<file path="config.mk">
export PLATFORM = sky130hd
export DESIGN_NAME = perf_counter_sampler
export DESIGN_NICKNAME = d
export VERILOG_FILES = /design/src/rtl/perf_counter_sampler_pkg.sv /design/src/rtl/perf_counter_sampler_timer.sv /design/src/rtl/perf_counter_sampler.sv
export SDC_FILE = /design/constraint.sdc
export NUM_CORES = 1
export LEC_CHECK = 0
export BUFFER_PORTS_ARGS = -buffer_cell sky130_fd_sc_hd__buf_4
export CAP_MARGIN = 20
export CORE_AREA = 2 2 124 102
export CTS_CLUSTER_SIZE = 14
export DETAILED_ROUTE_END_ITERATION = 7
export DIE_AREA = 0 0 126 104
export HOLD_SLACK_MARGIN = 0.02
export PLACE_DENSITY = 0.77
export REMOVE_ABC_BUFFERS = 1
export SLEW_MARGIN = 30
export SYNTH_ARGS = -nofsm -noshare
export SYNTH_HDL_FRONTEND = slang
export SYNTH_SLANG_ARGS = --single-unit
</file>
<file path="constraint.sdc">
create_clock -name clk_i -period 2.3 [get_ports clk_i]
set_input_delay 0.46 -clock clk_i [delete_from_list [all_inputs] [get_ports clk_i]]
set_output_delay 0.46 -clock clk_i [all_outputs]
set_load 0.03 [all_outputs]
</file>
<file path="src/rtl/perf_counter_sampler_pkg.sv">
// rtl/perf_counter_sampler_pkg.sv - shared types and constants for the perf-counter sampler
package perf_counter_sampler_pkg;

  localparam int unsigned XLEN           = 32;
  localparam int unsigned PERF_SEQ_WIDTH = 16;

  // Low 5 bits of the first (ML1_ICACHE_MISS) and last (MIF_EMPTY) counter CSRs
  localparam logic [4:0] PERF_FIRST_ADDR = 5'd3;
  localparam logic [4:0] PERF_LAST_ADDR  = 5'd16;

  typedef struct packed {
    logic [4:0]                addr;
    logic [XLEN-1:0]           data;
    logic [PERF_SEQ_WIDTH-1:0] seq;
    logic                      last;
  } perf_sample_t;

  typedef enum logic [1:0] {
    ST_IDLE   = 2'd0,
    ST_ACCESS = 2'd1,
    ST_SEND   = 2'd2
  } smp_state_e;

endpackage

</file>
<file path="src/rtl/perf_counter_sampler_timer.sv">
// rtl/perf_counter_sampler_timer.sv - reloadable down-counter producing periodic sweep ticks
module perf_sample_timer (
  input  logic        clk_i,
  input  logic        rst_ni,
  input  logic        clr_i,
  input  logic [31:0] interval_i,
  output logic        tick_o
);

  logic [31:0] r_cnt;

  // A zero interval disables ticking even if the counter still holds 1
  assign tick_o = (interval_i != 32'd0) && (r_cnt == 32'd1);

  // Count down; reload on the tick and whenever the timer is switched back on from 0
  always_ff @(posedge clk_i or negedge rst_ni) begin
    if (!rst_ni) begin
      r_cnt <= 32'd0;
    end else if (clr_i) begin
      r_cnt <= interval_i;
    end else if (interval_i == 32'd0) begin
      r_cnt <= 32'd0;
    end else if (r_cnt <= 32'd1) begin
      r_cnt <= interval_i;
    end else begin
      r_cnt <= r_cnt - 32'd1;
    end
  end

endmodule

</file>
<file path="src/rtl/perf_counter_sampler.sv">
// rtl/perf_counter_sampler.sv - sweeps perf counters over the shared port and streams samples
module perf_counter_sampler
  import perf_counter_sampler_pkg::*;
#(
  parameter logic [4:0]  FirstAddr = PERF_FIRST_ADDR,
  parameter logic [4:0]  LastAddr  = PERF_LAST_ADDR,
  parameter int unsigned SeqWidth  = PERF_SEQ_WIDTH
) (
  input  logic            clk_i,
  input  logic            rst_ni,
  input  logic            clr_i,
  input  logic            debug_mode_i,
  input  logic [31:0]     interval_i,
  input  logic            start_i,
  input  logic            clear_on_rd_i,
  input  logic            csr_req_i,
  input  logic [4:0]      csr_addr_i,
  input  logic            csr_we_i,
  input  logic [XLEN-1:0] csr_wdata_i,
  output logic [XLEN-1:0] csr_rdata_o,
  output logic [4:0]      pc_addr_o,
  output logic            pc_we_o,
  output logic [XLEN-1:0] pc_wdata_o,
  input  logic [XLEN-1:0] pc_rdata_i,
  output logic            smp_valid_o,
  input  logic            smp_ready_i,
  output perf_sample_t    smp_o,
  output logic            busy_o,
  output logic            overrun_o
);

  localparam logic [SeqWidth-1:0] SeqOne = SeqWidth'(1);

  smp_state_e          r_state;
  smp_state_e          w_next;
  logic [4:0]          r_cur_addr;
  logic                r_clear_q;
  logic [SeqWidth-1:0] r_seq;
  perf_sample_t        r_smp;
  logic                w_tick;
  logic                w_trigger;
  logic                w_start;
  logic                w_access;
  logic                w_handshake;
  logic                w_overrun;

  perf_sample_timer u_timer (
    .clk_i      (clk_i),
    .rst_ni     (rst_ni),
    .clr_i      (clr_i),
    .interval_i (interval_i),
    .tick_o     (w_tick)
  );

  assign w_trigger   = w_tick | start_i;
  assign csr_rdata_o = pc_rdata_i;
  assign smp_valid_o = (r_state == ST_SEND);
  assign smp_o       = r_smp;
  assign busy_o      = (r_state != ST_IDLE);
  assign overrun_o   = w_overrun & ~clr_i;

  // Next-state logic: triggers start a sweep only from IDLE outside debug mode
  always_comb begin
    w_next      = r_state;
    w_start     = 1'b0;
    w_access    = 1'b0;
    w_handshake = 1'b0;
    w_overrun   = 1'b0;
    case (r_state)
      ST_IDLE: begin
        if (w_trigger && !debug_mode_i) begin
          w_start = 1'b1;
          w_next  = ST_ACCESS;
        end
      end
      ST_ACCESS: begin
        w_overrun = w_trigger;
        if (!csr_req_i) begin
          w_access = 1'b1;
          w_next   = ST_SEND;
        end
      end
      ST_SEND: begin
        w_overrun = w_trigger;
        if (smp_ready_i) begin
          w_handshake = 1'b1;
          w_next      = r_smp.last ? ST_IDLE : ST_ACCESS;
        end
      end
      default: w_next = ST_IDLE;
    endcase
  end

  // Port mux: the CSR file always wins; the sampler drives only in ACCESS
  always_comb begin
    pc_addr_o  = 5'd0;
    pc_we_o    = 1'b0;
    pc_wdata_o = '0;
    if (csr_req_i) begin
      pc_addr_o  = csr_addr_i;
      pc_we_o    = csr_we_i;
      pc_wdata_o = csr_wdata_i;
    end else if (r_state == ST_ACCESS) begin
      pc_addr_o = r_cur_addr;
      pc_we_o   = r_clear_q;
    end
  end

  // State register
  always_ff @(posedge clk_i or negedge rst_ni) begin
    if (!rst_ni) begin
      r_state <= ST_IDLE;
    end else if (clr_i) begin
      r_state <= ST_IDLE;
    end else begin
      r_state <= w_next;
    end
  end

  // Sweep datapath: address walk, clear mode, sample capture and sequence number
  always_ff @(posedge clk_i or negedge rst_ni) begin
    if (!rst_ni) begin
      r_cur_addr <= FirstAddr;
      r_clear_q  <= 1'b0;
      r_seq      <= '0;
      r_smp      <= '0;
    end else if (clr_i) begin
      r_cur_addr <= FirstAddr;
      r_clear_q  <= 1'b0;
      r_seq      <= '0;
      r_smp      <= '0;
    end else begin
      if (w_start) begin
        r_cur_addr <= FirstAddr;
        r_clear_q  <= clear_on_rd_i;
      end
      if (w_access) begin
        r_smp.addr <= r_cur_addr;
        r_smp.data <= pc_rdata_i;
        r_smp.seq  <= r_seq;
        r_smp.last <= (r_cur_addr == LastAddr);
      end
      if (w_handshake) begin
        if (r_smp.last) begin
          r_seq <= r_seq + SeqOne;
        end else begin
          r_cur_addr <= r_cur_addr + 5'd1;
        end
      end
    end
  end

endmodule

</file>
==> After elaboration in Yosys (flattened, before gate mapping) <==
Index checks and enable logic that the tools add are counted.
{ "word_totals": {"reg_bits": 110, "in_bits": 110, "out_inout_bits": 127, "wordCells": 69} }
{ "classes": {"n_addsub": 3, "order_cmp": 1, "n_eq_ne": 7, "muxes": 32, "n_bitwise": 3, "reduce_logical": 14} }
{ "ops": {"columns": ["op", "count"], "rows": [
  ["$mux 32", 4],
  ["$mux 54", 2],
  ["$mux 16", 3],
  ["$eq 32x1->1 const B", 1],
  ["$le 32x1->1 const B", 1],
  ["$logic_not 32->1", 1],
  ["$reduce_bool 32->1", 1],
  ["$sub 32x1->32 const B", 1],
  ["$mux 5", 6],
  ["$add 16x1->16 const B", 1],
  ["$mux 1", 12],
  ["$reduce_bool 2->1", 5],
  ["$mux 2", 4],
  ["$ne 3x3->1 const B", 2],
  ["$pmux 2 s3", 1],
  ["$add 5x1->5 const B", 1],
  ["$eq 5x5->1 const B", 1],
  ["$ne 3x2->1 const B", 1],
  ["$reduce_and 3->1", 1],
  ["$eq 2x1->1 const B", 1],
  ["$eq 2x2->1 const B", 1],
  ["$logic_and 1x1->1", 2],
  ["$logic_not 2->1", 1],
  ["$reduce_and 2->1", 1],
  ["other kinds (5)", 5]
]} }

==> Depth between registers and ports, before layout <==
Gate-level depths: netlist of the first run.
{ "depth": {"depth_word": 10, "ltp_mapped": 8, "ltp_nobuf": 7} }

==> Hierarchy <==
From an unflattened synthesis of the first run, not the netlist that was laid out.
{ "unflattened": {"hier_cells": 521, "area_unflattened_um2": 5716.7} }
{ "by_module_without_submodules": {"columns": ["module", "instances", "cells_per_inst", "area_each_um2", "seq_area_each_um2"], "rows": [
  ["perf_counter_sampler", 1, 344, 3766.1, 1954.4],
  ["perf_sample_timer", 1, 177, 1950.6, 800.8]
]} }

==> Worst setup path after synthesis of the first run <==
No wires, ideal clock.
{ "synth_path": {"path_type": "register -> register", "start": "register r_state[0]", "end": "register r_seq[12]", "setup_ns": 0.132, "arrival_time_ns": 2.091, "t_required_ns": 2.168, "setup_slack_ns": 0.077, "stages_incl_launch_ff": 8, "path_buffers": 0, "synth_period_minus_slack_ns": 2.223, "cell_sequence": "dfrtp_1 -> inv_1 -> ha_1 -> nand3_1 -> nor4_1 -> nand4_1 -> xor2_1 -> nor2_1"} }
{ "synth_via": {"elab_chain_cells": 4} }
{ "synth_rtl": {"columns": ["element", "line_no", "source"], "rows": [
  ["from (decl)", "perf_counter_sampler.sv:34", "smp_state_e r_state;"],
  ["from (signal assigned)", "perf_counter_sampler.sv:116", "r_state <= w_next;"],
  ["$eq 2x2->1", null, null],
  ["via smp_valid_o", "perf_counter_sampler.sv:25", "output logic smp_valid_o,"],
  ["$mux 1", "perf_counter_sampler.sv:69", "case (r_state)"],
  ["$reduce_bool 2->1 (no line)", null, null],
  ["$reduce_and 2->1 (no line)", null, null],
  ["to (signal assigned)", "perf_counter_sampler.sv:145", "r_seq <= r_seq + SeqOne;"],
  ["to (decl)", "perf_counter_sampler.sv:38", "logic [SeqWidth-1:0] r_seq;"]
]} }
The timed path passes the listed nets, and every way through them passes these cells.
A chain may end at the register's enable or synchronous reset.

==> Worst setup path after layout of the first run <==
{ "layout_path": {"start": "register u_timer.r_cnt[28]", "end": "output port overrun_o"} }
{ "layout_via": {"elab_chain_cells": 5} }
{ "layout_rtl": {"columns": ["element", "line_no", "source"], "rows": [
  ["from (decl)", "perf_counter_sampler_timer.sv:10", "logic [31:0] r_cnt;"],
  ["from (signal assigned)", "perf_counter_sampler_timer.sv:20", "r_cnt <= interval_i;"],
  ["from (signal assigned)", "perf_counter_sampler_timer.sv:24", "r_cnt <= interval_i;"],
  ["from (signal assigned)", "perf_counter_sampler_timer.sv:26", "r_cnt <= r_cnt - 32'd1;"],
  ["$eq 32x1->1", "perf_counter_sampler_timer.sv:13", "assign tick_o = (interval_i != 32'd0) && (r_cnt == 32'd1);"],
  ["$logic_and 1x1->1", "perf_counter_sampler_timer.sv:13", null],
  ["$or 1x1->1", "perf_counter_sampler.sv:55", "assign w_trigger = w_tick | start_i;"],
  ["$mux 1", "perf_counter_sampler.sv:69", null],
  ["$and 1x1->1", "perf_counter_sampler.sv:60", "assign overrun_o = w_overrun & ~clr_i;"],
  ["to (decl)", "perf_counter_sampler.sv:29", "output logic overrun_o"]
]} }
No other way between the ends.

==> reports/qor.txt, run 1 <==
Peak supply drop = 0.435 mV
Root Buffer = clkbuf_16
Dominant cell type by area after synthesis = dfrtp_1
Via count = 4942
Post-Route Skew = 0.00774 ns
Clock tree sinks = 110
Endpoints failing setup = 1
R2r endpoint = u_timer.r_cnt[30]$_DFF_PN0_
Clock transition at path regs = 0.07 ns
CTS Hold Bufs = 0
Starting density of the core = 47.2%
Num CTS Buffers = 9
Port Buffer Count = 236
Most common cell after layout, fill and taps aside = buf_4
Clk buf depth = 2
XOR/XNOR share of the synthesized area = 7.02%
Overall global routing resource usage = 23.9%
Core Box Area = 0.0119 mm^2
Met2 Usage GRT = 39.5%
PwrDens = 698 mW/mm^2
CP bufs+invs = 1
Slew Limit Fails = 0
Adder-cell area share of the yosys netlist = 2.23%
Grt total ovfl = 0
Total iterations of the first detailed-routing run = 7
Top cells by area, synth = dfrtp_1 48%, a22o_1 8.7%, o2bb2ai_1 5.0%
Syn. warnings = 0
Crit share post-route = 109%
Post-Route WL = 15.7 mm
Critical Path End Type = primary output
ANT nets after route = 0
Post-synthesis cell area = 0.00561 mm^2
# nets final = 863
CP Launch Type = flip-flop
Fill count = 930
GRT met3 Usage = 4.22%
Outcome = finished, violations left
Commonest non-fill, non-tap cells in the layout = 260 x buf_4, 108 x dfrtp_1, 56 x a22o_1
Via/cell ratio = 5.49
Worst rel slew slack = 65.8%
# rows = 36
Worst setup margin = -0.208 ns
HPWL after DPL = 11.7 mm
I/O Pins = 237
Number of synthesized register bits = 110
Seq/Total Area, Yosys = 49.1%
Area Overhead vs Synth = 41.6%
Worst Tran Pin Value = 0.513 ns
Inst Count DP = 881
Leak = 3.83 nW
Met1 usage = 32.0%
Unique masters post-synth = 51
GP Congestion = 0.958
Post-synthesis mux area share = 0.558%
Post-synth EDFFs = 0
Critical path's top delay family = simple AND/OR/NAND/NOR gates
Largest family of logic cells by synthesized area = compound AO/OA/AOI/OAI gates
1st-iter DRT viols = 225
Die Ht = 104 um
Syn_area_per_cell = 10.7 um^2
FF-to-FF Start = u_timer.r_cnt[8]$_DFF_PN0_
Critical path fanouts, max = 2
Final hold vios = 0
Worst EP arrival = 2.05 ns
Max-cap violations = 0
Final hold slack = 0.0861 ns
F_max = 399 MHz
Critical-path cell list = or4_4, nor3b_4, o211ai_2, nor2_1, o211a_1, buf_6
Asr flop ratio synth = 100%
Die area = 0.0131 mm^2
Worst hold-check path type = in2async
Wirelength per Cell = 17.4 um
Wire length of the first global-routing pass = 25.4 mm
RSZ-0062 raised after global routing = yes
Total power = 5.54 mW
Antenna Cells = 0
Crit Path Category = reg2out
Pre-CTS setup slack = -0.0353 ns
CTS tree = yes
CP Depth = 6
Mapped Cells = 524
Share of cells above drive strength 1 = 40.1%
R2R setup slack = 0.09 ns
Pin count of the biggest net entering global routing = 55
Post-layout minimum cycle time = 2.51 ns
Die X = 126 um
Post-placement cell area = 0.00753 mm^2
CP max stage cell = or4_4
Compound-gate portion of the synthesized area = 17.1%
Synth Area in Simple Gates = 16.9%
Post-synth top flop = dfrtp_1
Failing checks = setup timing
Worst stage delay on the critical path = 0.56 ns
Worst Path Required = 1.84 ns
Post-route cell area = 0.00794 mm^2
Finished Layout Cells = 900
R2R cell count = 6
Clock Latency Late Sink = 0.35 ns
# H-tree levels = 3
Synth top area share = 48.2%
Vias in the first global route = 4788
Initial antenna violation count = 0
GRT Max-Usage Layer = met2
Residual DRC = 0
==> through the flow <==
stage	TNS, ns	util [%]
2_1_floorplan	-33.89	-
3_3_place_gp	-0.0337	63.4
3_5_place_dp	-0.0353	63.4
4_1_cts	-0.218	66.6
5_1_grt	-0.289	66.8
6_report	-0.208	66.8
==> final cells by class <==
type	instances	area (um^2)	area share, %
Sequential cell	110	2760	34.7
Multi-Input combinational cell	341	2490	31.4
Timing Repair Buffer	268	2100	26.5
Clock buffer	9	225	2.84
Tap cell	152	190	2.39
Clock inverter	7	126	1.59
Inverter	13	48.8	0.614
==> Yosys cell counts, types with 5 or more instances <==
library cell  number
nor4_1            17
xor2_1            27
inv_1             12
ha_1              10
clkbuf_1          21
and2_1            34
nor2_1            33
a22o_1            56
nor3_1            11
buf_4             32
nand3_1           17
o2bb2ai_1         32
dfrtp_1          108
nand4_1           13
nand2_1           23
xnor2_1           18
buf_2              6
o21ai_0            5
==> how the worst max path moves through the flow <==
stage                                           start               endpoint  slack, ns
after floorplan                r_state[1]$_DFFE_PN0P_  smp_o[10]$_DFFE_PN0P_      -0.63
final                     u_timer.r_cnt[28]$_DFF_PN0_              overrun_o      -0.21
after global routing      u_timer.r_cnt[29]$_DFF_PN0_              overrun_o      -0.29
after global placement                  interval_i[2]              overrun_o      -0.03
after CTS                 u_timer.r_cnt[29]$_DFF_PN0_              overrun_o      -0.22
after detailed placement                interval_i[2]              overrun_o      -0.04
==> registers in the layout, summed over array words and instances, names as in the netlist <==
register	flops
smp_o	54
u_timer.r_cnt	32
r_seq	16
r_cur_addr	5
r_state	2
r_clear_q	1
==> logic make-up after synthesis <==
family	count (synthesis)
buf+inv	73
flops	110
mux	3
compound gates	112
xor+xnor	45
fa+ha+maj	10
simple gates	171
==> power by group <==
part	switching (mW)	total (mW)	internal, mW	leakage (nW)
registers	0.133	2.22	2.09	1.46
logic	0.857	1.52	0.662	2.19
clock network	0.724	1.80	1.08	0.169
==> repair_timing <==
action                                  CTS  global route
gates resized for setup                   6             3
endpoints found under the setup margin    2             3
pin swaps                                 1             4
buffers inserted                          1             3
==> per-layer routing <==
| metal | share of wire (%) | wire length (um) |
|---|---|---|
| met1 | 42 | 6570 |
| met5 | 0 | 0 |
| met4 | 2.3 | 354 |
| met3 | 5.8 | 914 |
| met2 | 50 | 7860 |
No activity file was read; power rests on OpenSTA's default activity.
==> inputs of run 2 (changes only) <==
CORE_AREA = 2 2 128 105   (was 2 2 124 102)
DIE_AREA = 0 0 130 107   (was 0 0 126 104)
PLACE_DENSITY = 0.73   (was 0.77)
==> run 2 against run 1 <==
- the flow still finishes with violations (setup timing)
- worst hold slack gained 0.25 ns
- final cell count increased by 2.1%
- sequential share of layout area increased by 0.16 points
- via count shrank 0.97%
- design area fell by 0.46%
- highest routed layer unchanged
==> reports/qor.txt, run 2 (synthesis gave the netlist of run 1 again) <==
Post-layout minimum cycle time = 2.50 ns (-0.0122 ns)
# H-tree levels = 3 (unchanged)
Root Buffer = clkbuf_16
Leak = 3.79 nW (-0.85%)
Worst Tran Pin Value = 0.464 ns (-0.0490 ns)
Worst setup path start = u_timer.r_cnt[27]$_DFF_PN0_
I/O Pins = 237 (unchanged)
FF-to-FF Start = u_timer.r_cnt[27]$_DFF_PN0_
Area Overhead vs Synth = 40.9%
Hold EP = u_timer.r_cnt[8]$_DFF_PN0_
Vias in the first global route = 4798 (+0.21%)
Post-Route Utilization = 62.6% (-4.2 points)
Worst EP arrival = 2.04 ns (about the same)
HPWL after DPL = 11.8 mm (+0.18%)
Die area = 0.0139 mm^2 (+6.2%)
Clock Latency Late Sink = 0.34 ns (about the same)
Post-Route WL = 15.5 mm (-1.2%)
Wirelength per Cell = 16.9 um (-3.2%)
Multi-input logic area = 0.00251 mm^2 (+0.50%)
RSZ-0062 raised after global routing = yes
1st-iter DRT viols = 265 (+18%)
Core Box Area = 0.0126 mm^2 (+6.3%)
Most common cell after layout, fill and taps aside = buf_4
Clock transition at path regs = 0.07 ns (about the same)
ANT nets after route = 0 (unchanged)
Commonest non-fill, non-tap cells in the layout = 258 x buf_4, 108 x dfrtp_1, 56 x a22o_1
R2r endpoint = r_state[0]$_DFFE_PN0P_
Failing checks = setup timing
R2R cell count = 6 (unchanged)
Inst Count DP = 900 (+2.2%)
Worst Path Required = 1.84 ns (about the same)
Hold_sp = interval_i[8]
Clock tree sinks = 110 (unchanged)
PwrDens = 687 mW/mm^2 (-1.5%)
Via count = 4894 (-0.97%)
Num CTS Buffers = 9 (unchanged)
Initial antenna violation count = 0 (unchanged)
Crit share post-route = 108% (-0.53 points)
Worst setup margin = -0.195 ns (+0.0122 ns)
Max reg flops = 54 (unchanged)
Finished Layout Cells = 919 (+2.1%)
Worst hold-check path type = in2reg
CP Launch Type = flip-flop
Worst rel slew slack = 69.1% (+3.3 points)
CTS tree = yes
# nets final = 859 (-0.46%)
Overall global routing resource usage = 21.8% (-2.1 points)
# rows = 37 (+2.8%)
Antenna Cells = 0 (unchanged)
Peak supply drop = 0.467 mV (+7.4%)
Crit Path Category = reg2out
Fill count = 1052 (+13%)
Wire length of the first global-routing pass = 24.1 mm (-5.2%)
Port Buffer Count = 236 (unchanged)
Share of cells above drive strength 1 = 39.8% (-0.32 points)
Final hold vios = 0 (unchanged)
Die X = 130 um (+3.2%)
Clk buf depth = 2 (unchanged)
Critical Path End Type = primary output
Die Ht = 107 um (+2.9%)
Outcome = finished, violations left
Critical path fanouts, max = 4 (+2)
F_max = 401 MHz (+0.49%)
Starting density of the core = 44.4% (-2.8 points)
Grt total ovfl = 0 (unchanged)
Slew Limit Fails = 0 (unchanged)
GP Congestion = 0.851 (-11%)
Max-cap violations = 0 (unchanged)
Endpoints failing setup = 1 (unchanged)
Hold Crit Depth = 2
R2R setup slack = 0.13 ns (+0.04 ns)
FF+latch area = 0.00276 mm^2 (unchanged)
Pin count of the biggest net entering global routing = 60 (+9.1%)
Total iterations of the first detailed-routing run = 4 (-3)
Via/cell ratio = 5.33 (-3.0%)
Post-route setup TNS = -0.195 ns (+0.0122 ns)
Residual DRC = 0 (unchanged)
Post-Route Skew = 0.0119 ns (+0.00419 ns)
-- run 2: cell count changes in the layout (fill, tap and decap cells not counted), sizes merged --
cell	previous run	this run
bufinv	3	2
dlygate4sd3	0	1
clkinvlp	1	0
clkbuf	9	11
buf	268	263
-- run 2: worst max path at each step --
stage / to / slack [ns] / cells past startpoint
6_report: overrun_o / -0.20 / 6
5_1_grt: overrun_o / -0.26 / 6
4_1_cts: overrun_o / -0.26 / 6
3_5_place_dp: r_state[0]$_DFFE_PN0P_ / -0.02 / 6
3_3_place_gp: overrun_o / 0.006 / 7
2_1_floorplan: smp_o[10]$_DFFE_PN0P_ / -0.63 / 5
-- run 2: layout make-up --
cell class | instances | area share (%)
sequential | 110 | 34.8
clock inverter | 5 | 1.09
clock buffer | 11 | 3.20
timing repair buffer | 264 | 25.8
inverter | 13 | 0.617
tap | 175 | 2.77
multi-input combinational | 341 | 31.7
-- run 2: routing by layer --
layer / global-route usage [%] / up-vias / part of all wire, %
li1: - / 2309 / -
met1: 28.0 / 2408 / 42
met2: 38.1 / 161 / 52
met3: 3.34 / 16 / 5.4
met4: 6.22 / 0 / 1.1
met5: 0 / - / 0
-- run 2: stage by stage --
step	power (mW)	hold slack [ns]	instance area, um^2	setup slack [ns]
detailed placement	3.71	0.330	7490	-0.0231
finish	5.43	0.334	7910	-0.195
global placement	3.67	0.328	7490	0.00606
CTS	5.48	0.324	7880	-0.263
floorplan	2.94	0.164	5260	-0.628
global route	5.67	0.329	7910	-0.257
-- run 2: what timing repair did --
action	4_1_cts	5_1_grt
endpoints found under the hold margin	14	0
endpoints found under the setup margin	2	29
hold buffers	1	0
buffers inserted	2	2
pin swaps	5	4
resized for setup	4	6
-- run 2: power by group --
group	internal, mW	total [mW]	switching (mW)
sequential	2.09	2.22	0.136
combinational	0.628	1.47	0.843
clock	1.03	1.74	0.713
total	3.74	5.43	1.69
-- run 2: critical path, cell delays in order (launching register included) --
cell,delay [ns]
dfrtp_1,0.42
or4_4,0.52
nor3b_4,0.21
o211ai_2,0.11
nor2_1,0.10
o211a_1,0.19
buf_6,0.14
==> inputs of run 3 (changes only) <==
SKIP_CTS_REPAIR_TIMING = 1   (was not set)
==> run 3 against run 2 <==
- the flow still finishes with violations (setup timing)
- setup slack lost 0.081 ns
- largest power group unchanged
- combinational power hardly changed
- power hardly changed
- critical path type unchanged
- first-iteration DRC count up 1.5%
- largest cell class unchanged
==> reports/qor.txt, run 3 (synthesis gave the netlist of run 1 again) <==
Outcome = finished, violations left
Failing checks = setup timing
Die Ht = 107 um (unchanged)
Initial antenna violation count = 0 (unchanged)
Clock transition at path regs = 0.08 ns (about the same)
Met2 Usage GRT = 38.0% (-0.11 points)
Wire length of the first global-routing pass = 24.0 mm (-0.26%)
F_max = 388 MHz (-3.1%)
Commonest non-fill, non-tap cells in the layout = 256 x buf_4, 108 x dfrtp_1, 56 x a22o_1
Port Buffer Count = 236 (unchanged)
Total iterations of the first detailed-routing run = 4 (unchanged)
Leak = 3.78 nW (-0.24%)
GRT met3 Usage = 3.34% (unchanged)
Wirelength per Cell = 16.9 um (+0.24%)
Num CTS Buffers = 9 (unchanged)
Post-Route Skew = 0.0128 ns (+0.000914 ns)
Clk buf depth = 2 (unchanged)
Critical Path End Type = primary output
Worst setup margin = -0.276 ns (-0.0810 ns)
Clock Latency Late Sink = 0.34 ns (about the same)
Via count = 4880 (-0.29%)
R2R setup slack = 0.07 ns (-0.06 ns)
Worst Tran Pin Value = 0.464 ns (-0.000246 ns)
Endpoints failing setup = 1 (unchanged)
Worst EP arrival = 2.12 ns (+0.08 ns)
Final hold slack = 0.334 ns (-0.0000460 ns)
1st-iter DRT viols = 269 (+1.5%)
Area Overhead vs Synth = 40.6%
GRT Max-Usage Layer = met2
GP Congestion = 0.851 (unchanged)
ANT nets after route = 0 (unchanged)
Residual DRC = 0 (unchanged)
Via/cell ratio = 5.32 (about the same)
Post-layout minimum cycle time = 2.58 ns (+0.0810 ns)
Grt total ovfl = 0 (unchanged)
Die area = 0.0139 mm^2 (unchanged)
Max reg flops = 54 (unchanged)
# nets final = 857 (-0.23%)
Starting density of the core = 44.4% (unchanged)
Met1 usage = 28.0% (-0.032 points)
CP Launch Type = flip-flop
Worst hold-check path type = in2reg
Clock tree sinks = 110 (unchanged)
Die X = 130 um (unchanged)
R2R cell count = 6 (unchanged)
Worst Path Required = 1.84 ns (about the same)
# H-tree levels = 3 (unchanged)
CP max stage cell = or4_4
CTS tree = yes
Crit share post-route = 112% (+3.5 points)
Core Box Area = 0.0126 mm^2 (unchanged)
Share of cells above drive strength 1 = 39.5% (-0.30 points)
Most common cell after layout, fill and taps aside = buf_4
Hold_sp = interval_i[8]
Critical-path cell list = or4_4, nor3b_4, o211ai_2, nor2_1, o211a_1, buf_6
FF-to-FF Start = u_timer.r_cnt[30]$_DFF_PN0_
I/O Pins = 237 (unchanged)
CP bufs+invs = 1 (unchanged)
Antenna Cells = 0 (unchanged)
Final hold vios = 0 (unchanged)
HPWL after DPL = 11.8 mm (unchanged)
Worst rel slew slack = 69.1% (about the same)
Hold EP = u_timer.r_cnt[8]$_DFF_PN0_
Post-Route Utilization = 62.4% (-0.13 points)
PwrDens = 689 mW/mm^2 (+0.23%)
Hold Crit Depth = 2 (unchanged)
Critical path's top delay family = simple AND/OR/NAND/NOR gates
Crit Path Category = reg2out
Post-Route WL = 15.5 mm (about the same)
Worst stage delay on the critical path = 0.57 ns (+0.05 ns)
R2r endpoint = r_state[0]$_DFFE_PN0P_
Vias in the first global route = 4782 (-0.33%)
Pin count of the biggest net entering global routing = 60 (unchanged)
RSZ-0062 raised after global routing = yes
Overall global routing resource usage = 21.7% (-0.075 points)
Slew Limit Fails = 0 (unchanged)
# rows = 37 (unchanged)
Max-cap violations = 0 (unchanged)
Peak supply drop = 0.467 mV (about the same)
Critical path fanouts, max = 2 (-2)
Root Buffer = clkbuf_16
[run 3: cell type report]
cell class	instances	area [um^2]
fillers	1054	4750
inverters	13	48.8
well taps	175	219
multi-input cells	341	2500
clock inverters	5	86.3
flip-flops and latches	110	2760
repair buffers	262	2020
clock buffers	11	253
[run 3: per-stage QoR]
stage / TNS [ns] / instance area, um^2 / power, mW / std cells / setup WS, ns
floorplan: -33.89 / 5260 / 2.94 / 464 / -0.628
global placement: 0 / 7490 / 3.67 / 900 / 0.00606
detailed placement: -0.0282 / 7490 / 3.71 / 900 / -0.0231
CTS: -0.406 / 7830 / 5.47 / 916 / -0.378
global route: -0.331 / 7890 / 5.67 / 917 / -0.331
finish: -0.276 / 7890 / 5.44 / 917 / -0.276
[run 3: report_power, final]
group	switching (mW)	leakage (nW)	internal (mW)
logic	0.842	2.15	0.625
clock network	0.718	0.167	1.03
registers	0.138	1.46	2.09
[run 3: worst max-delay path by stage]
| stage | end | slack, ns | from | cells after the start |
|---|---|---|---|---|
| 6_report | overrun_o | -0.28 | u_timer.r_cnt[30]$_DFF_PN0_ | 6 |
| 5_1_grt | overrun_o | -0.33 | u_timer.r_cnt[30]$_DFF_PN0_ | 6 |
| 4_1_cts | overrun_o | -0.38 | u_timer.r_cnt[18]$_DFF_PN0_ | 6 |
| 3_5_place_dp | r_state[0]$_DFFE_PN0P_ | -0.02 | u_timer.r_cnt[18]$_DFF_PN0_ | 6 |
| 3_3_place_gp | overrun_o | 0.006 | interval_i[7] | 7 |
| 2_1_floorplan | smp_o[10]$_DFFE_PN0P_ | -0.63 | r_state[1]$_DFFE_PN0P_ | 5 |
[run 3: routing by layer]
metal  part of all wire (%)  up-vias
li1                       -     2300
met2                     52      160
met1                     42     2404
met4                    1.1        0
met3                    5.5       16
met5                      0        -
[run 3: worst register-to-register path: cells and delay by family (launching register included)]
| family | cells | cell delay [ns] |
|---|---|---|
| AO/OA/AOI/OAI | 2 | 0.45 |
| buffers and inverters | 1 | 0.16 |
| flip-flops | 1 | 0.41 |
| multiplexers | 1 | 0.30 |
| AND/OR/NAND/NOR | 2 | 0.80 |
